### src/rtl/keypad_emulator.sv
// Device-side emulator of a 4x4 active-low row/column matrix keypad driven by a row scanner.
// Optional contact bounce before the hold phase is enabled by defining KEYPAD_EMU_BOUNCE_EN.
module keypad_emulator #(
    parameter int unsigned HOLD_CYCLES   = 1000,
    parameter int unsigned GAP_CYCLES    = 1000,
    parameter int unsigned BOUNCE_CYCLES = 64
) (
    input  logic       clk,
    input  logic       rst_n,
    input  logic [3:0] key_code,
    input  logic       press_req,
    output logic       press_ready,
    output logic       press_done,
    output logic       pressed,
    input  logic [3:0] filas,
    output logic [3:0] columnas
);

    localparam int unsigned MAX_HG = (HOLD_CYCLES > GAP_CYCLES) ? HOLD_CYCLES : GAP_CYCLES;
    localparam int unsigned MAX_N  = (MAX_HG > BOUNCE_CYCLES) ? MAX_HG : BOUNCE_CYCLES;
    localparam int unsigned CNT_W  = $clog2(MAX_N + 1);

    localparam logic [CNT_W-1:0] HOLD_LOAD = CNT_W'(HOLD_CYCLES - 1);
    localparam logic [CNT_W-1:0] GAP_LOAD  = CNT_W'(GAP_CYCLES - 1);
`ifdef KEYPAD_EMU_BOUNCE_EN
    localparam logic [CNT_W-1:0] BOUNCE_LOAD = CNT_W'(BOUNCE_CYCLES - 1);
`endif

    typedef enum logic [1:0] {
        IDLE,
        HOLD,
`ifdef KEYPAD_EMU_BOUNCE_EN
        BOUNCE,
`endif
        GAP
    } state_t;

    state_t           state;
    state_t           state_next;
    logic [CNT_W-1:0] cnt;
    logic             cnt_zero;
    logic             accept;
    logic [1:0]       row_q;
    logic [1:0]       col_q;

    // Returns {row, col} for a key code.
    function automatic logic [3:0] key_pos(input logic [3:0] code);
        logic [3:0] pos;
        case (code)
            4'h1: pos = {2'd0, 2'd0};
            4'h2: pos = {2'd0, 2'd1};
            4'h3: pos = {2'd0, 2'd2};
            4'hA: pos = {2'd0, 2'd3};
            4'h4: pos = {2'd1, 2'd0};
            4'h5: pos = {2'd1, 2'd1};
            4'h6: pos = {2'd1, 2'd2};
            4'hB: pos = {2'd1, 2'd3};
            4'h7: pos = {2'd2, 2'd0};
            4'h8: pos = {2'd2, 2'd1};
            4'h9: pos = {2'd2, 2'd2};
            4'hC: pos = {2'd2, 2'd3};
            4'hE: pos = {2'd3, 2'd0};
            4'h0: pos = {2'd3, 2'd1};
            4'hF: pos = {2'd3, 2'd2};
            default: pos = {2'd3, 2'd3};
        endcase
        return pos;
    endfunction

    assign accept   = press_req & press_ready;
    assign cnt_zero = (cnt == '0);

    always_ff @(posedge clk or negedge rst_n) begin
        if (!rst_n) begin
            state <= IDLE;
        end else begin
            state <= state_next;
        end
    end

    always_comb begin
        state_next = state;
        case (state)
            IDLE: begin
                if (accept) begin
`ifdef KEYPAD_EMU_BOUNCE_EN
                    state_next = BOUNCE;
`else
                    state_next = HOLD;
`endif
                end
            end
`ifdef KEYPAD_EMU_BOUNCE_EN
            BOUNCE: if (cnt_zero) state_next = HOLD;
`endif
            HOLD:   if (cnt_zero) state_next = GAP;
            GAP:    if (cnt_zero) state_next = IDLE;
            default: state_next = IDLE;
        endcase
    end

    // One down-counter serves every phase: load N-1 on entry, leave on zero.
    always_ff @(posedge clk or negedge rst_n) begin
        if (!rst_n) begin
            cnt <= '0;
        end else begin
            case (state)
                IDLE: begin
                    if (accept) begin
`ifdef KEYPAD_EMU_BOUNCE_EN
                        cnt <= BOUNCE_LOAD;
`else
                        cnt <= HOLD_LOAD;
`endif
                    end
                end
`ifdef KEYPAD_EMU_BOUNCE_EN
                BOUNCE: cnt <= cnt_zero ? HOLD_LOAD : cnt - 1'b1;
`endif
                HOLD:   cnt <= cnt_zero ? GAP_LOAD : cnt - 1'b1;
                GAP:    cnt <= cnt_zero ? '0 : cnt - 1'b1;
                default: cnt <= '0;
            endcase
        end
    end

    always_ff @(posedge clk or negedge rst_n) begin
        if (!rst_n) begin
            row_q <= '0;
            col_q <= '0;
        end else if (accept) begin
            {row_q, col_q} <= key_pos(key_code);
        end
    end

    always_ff @(posedge clk or negedge rst_n) begin
        if (!rst_n) begin
            press_done <= 1'b0;
        end else begin
            press_done <= (state == GAP) && cnt_zero;
        end
    end

`ifdef KEYPAD_EMU_BOUNCE_EN
    logic [1:0] bounce_tick;
    logic       bounce_lvl;

    // Contact level starts closed and flips after every fourth bounce cycle.
    always_ff @(posedge clk or negedge rst_n) begin
        if (!rst_n) begin
            bounce_tick <= '0;
            bounce_lvl  <= 1'b0;
        end else if (accept) begin
            bounce_tick <= '0;
            bounce_lvl  <= 1'b1;
        end else if (state == BOUNCE) begin
            bounce_tick <= bounce_tick + 1'b1;
            if (bounce_tick == 2'd3) begin
                bounce_lvl <= ~bounce_lvl;
            end
        end
    end
`endif

    always_comb begin
        press_ready = (state == IDLE);
        pressed     = 1'b0;
        case (state)
            HOLD:   pressed = 1'b1;
`ifdef KEYPAD_EMU_BOUNCE_EN
            BOUNCE: pressed = bounce_lvl;
`endif
            default: pressed = 1'b0;
        endcase
    end

    // Purely combinational, like a physical switch between row and column.
    always_comb begin
        columnas = '1;
        if (pressed && !filas[row_q]) begin
            columnas[col_q] = 1'b0;
        end
    end

endmodule

### config.mk
export PLATFORM = sky130hd
export DESIGN_NAME = keypad_emulator
export DESIGN_NICKNAME = d
export VERILOG_FILES = /design/src/rtl/keypad_emulator.sv
export SDC_FILE = /design/constraint.sdc
export NUM_CORES = 1
export LEC_CHECK = 0
export ABC_AREA = 1
export CELL_PAD_IN_SITES_DETAIL_PLACEMENT = 1
export CELL_PAD_IN_SITES_GLOBAL_PLACEMENT = 1
export CORE_ASPECT_RATIO = 0.6
export CORE_MARGIN = 3
export CORE_UTILIZATION = 42
export CTS_BUF_LIST = sky130_fd_sc_hd__clkbuf_4
export CTS_CLUSTER_DIAMETER = 150
export DETAILED_ROUTE_END_ITERATION = 10
export HOLD_SLACK_MARGIN = 0.12
export PLACE_DENSITY = 0.85
export SKIP_CTS_REPAIR_TIMING = 1
export SYNTH_ARGS = -nofsm -noshare
export SYNTH_HDL_FRONTEND = slang
export SYNTH_SLANG_ARGS = --single-unit
### constraint.sdc
create_clock -name clk -period 2.5 [get_ports clk]
set_input_delay 0.25 -clock clk [delete_from_list [all_inputs] [get_ports clk]]
set_output_delay 0.25 -clock clk [all_outputs]
set_load 0.01 [all_outputs]
==> metrics.txt <==
run status finished clean; RSZ-0062 raised after global routing false; DP Wirelength 2550 um; largest net degree at the start of global routing 18; area share of the largest cell type after synthesis 0.379; maximum VDD drop 0.275 mV; synthesis-stage register bit count 17; GRT Residual Overflow 0; TritonCTS clock tree yes; worst clock skew 0.00736 ns; CP max FO 3; Slew @ Worst Pin 0.768 ns; Arrival @ worst endpoint 1.87 ns; antenna cells 0; clk buf depth 2; share of cells above drive strength 1 0.128; asr flop ratio synth 1.00; first-pass GRT wire length 5370 um; cell count after synthesis 158; Final Wtd Congestion 0.788; Rows 13; max cap viols 0; fin crit share 0.850; clock sink total 17; area of the multi-input gates 576 um^2; dominant synthesized flop cell dfrtp_1; Starting Density 0.479; Port Buffers 17; FF-to-FF End cnt[2]$_DFFE_PN0P_; unique cell type count in the Yosys netlist 21; Static Leak 0.660 nW; Post-Syn Area per Cell 7.10 um^2; data required time of the worst path 2.25 ns; CTS clk-pin slew, worst paths 0.10 ns; root buffer cell clkbuf_4; Critical Path Sink Type output port; setup TNS 0 ns; H-tree levels 1; Fillers 322; R2R setup slack 0.92 ns; Core Footprint 2340 um^2; mapped cell area 1120 um^2; Clock Latency Late Sink 0.30 ns; total track usage 0.220; area delta synth->final 20.3%; Tmin final 2.12 ns; Iteration-0 DRC Markers 31; top cells by area, synth dfrtp_1, nand2_1, inv_1, o21ai_0, nor2_1; Yosys warning count 0; HP Class in -> async; WL met1 1480 um; drt total wl 3050 um; vias in the first global route 1,149; DIE AREA 3350 um^2; Critical R2R Launch cnt[0]$_DFFE_PN0P_; Sequential cell area 425 um^2; drt via density 5.10; commonest cells in the netlist nand2_1, inv_1, dfrtp_1, nor2_1, o21ai_0; CTS Buf Count 3; fmax 471 MHz; Final Hold Viols 0; initial antenna violation count 0; Synth area leader dfrtp_1; Seq/Total Area, Yosys 0.379; number of routed nets with antenna violations 0; fin. max-slew vios 0; Die Ht 46.0 um; Remaining DRCs 0; wire per inst 14.6 um; Met3 Routed Length 152 um; Setup CP Type reg -> out; syn nets 170; I/O pins 18; worst r2r path cells 9; routed via count 1,066; Detail Route met2 WL 1370 um; Power, Total 471 uW; number of flops mapped to enable cells by yosys 0; max_slew headroom 0.486; Layout Nets 192; Critical Path Source Type flop; Power Dens Cells 349 nW/um^2; max layer used met4; Die X 72.7 um; drt pass-1 iters 4; most common cell in the synthesized netlist nand2_1; final setup fails 0
logic make-up (layout without fill, tap and decap cells):
| group | count (synthesis) | count (layout) | share of synthesized area |
|---|---|---|---|
| xor gates and xnor gates | 4 | 4 | 0.0312 |
| and+or+nand+nor | 86 | 86 | 0.363 |
| adders and majority gates | 1 | 1 | 0.0112 |
| AOI/OAI and AO/OA | 22 | 22 | 0.108 |
| DFF | 17 | 17 | 0.379 |
| buffers and inverters | 28 | 49 | 0.107 |
critical path: stages, from the launching register on:
cell and delay [ns]:
dfrtp_1 0.41, or2_0 0.20, o211ai_1 0.09, o211ai_1 0.13, nor2_1 0.19, nand2_1 0.08
clkdlybuf4s50_1 0.48
metrics by stage:
step | hold WS (ns) | setup WS [ns] | area, um^2 | util | std cells
CTS | 0.392 | 0.339 | 1350 | 0.576 | 209
global route | 0.421 | 0.206 | 1350 | 0.576 | 209
global placement | 0.534 | 0.534 | 1320 | 0.564 | 205
finish | 0.384 | 0.375 | 1350 | 0.576 | 209
detailed placement | 0.545 | 0.405 | 1320 | 0.564 | 205
floorplan | -0.0456 | 1.16 | 1120 | - | 158
final cells by class:
cell class / count / area share
Multi-Input combinational cell: 113 / 0.427
Sequential cell: 17 / 0.315
Timing Repair Buffer: 19 / 0.137
Inverter: 26 / 0.0724
Tap cell: 30 / 0.0278
Clock buffer: 3 / 0.0167
Clock inverter: 1 / 0.00371
how the worst max path moves through the flow:
stage          slack, ns  cells past startpoint                  to                 start
2_1_floorplan       1.16                      9  cnt[6]$_DFFE_PN0P_    cnt[0]$_DFFE_PN0P_
3_3_place_gp        0.53                      7         columnas[2]              filas[0]
3_5_place_dp        0.40                      7         columnas[2]              filas[0]
4_1_cts             0.34                      6         columnas[2]  row_q[0]$_DFFE_PN0P_
5_1_grt             0.21                      6         columnas[0]  state[0]$_DFFE_PN0P_
6_report            0.38                      6         columnas[2]  row_q[0]$_DFFE_PN0P_
routing by layer:
layer / vias up / GRT usage
met1: 507 / 0.282
met2: 20 / 0.362
met3: 5 / 0.0551
li1: 534 / -
met4: 0 / 0.0846
met5: - / 0
report_power, final:
part / switching, mW / internal (mW)
Combinational: 0.0225 / 0.0207
Sequential: 0 / 0.275
Clock: 0.0930 / 0.0598
sequential cells by signal, indices dropped and copies added (netlist names):
register	cells
col_q	2
state	2
press_done	1
row_q	2
cnt	10
cell usage in the layout (no fill, tap or decap), types with 4 or more instances in the layout:
| cell type | n |
|---|---|
| clkdlybuf4s50_1 | 17 |
| inv_1 | 22 |
| nand2_2 | 4 |
| o211ai_1 | 4 |
| xor2_1 | 4 |
| inv_2 | 4 |
| dfrtp_1 | 17 |
| nand3_1 | 9 |
| o21ai_0 | 15 |
| nand2_1 | 45 |
| nor2_1 | 17 |
No activity file was read; power rests on OpenSTA's default activity.
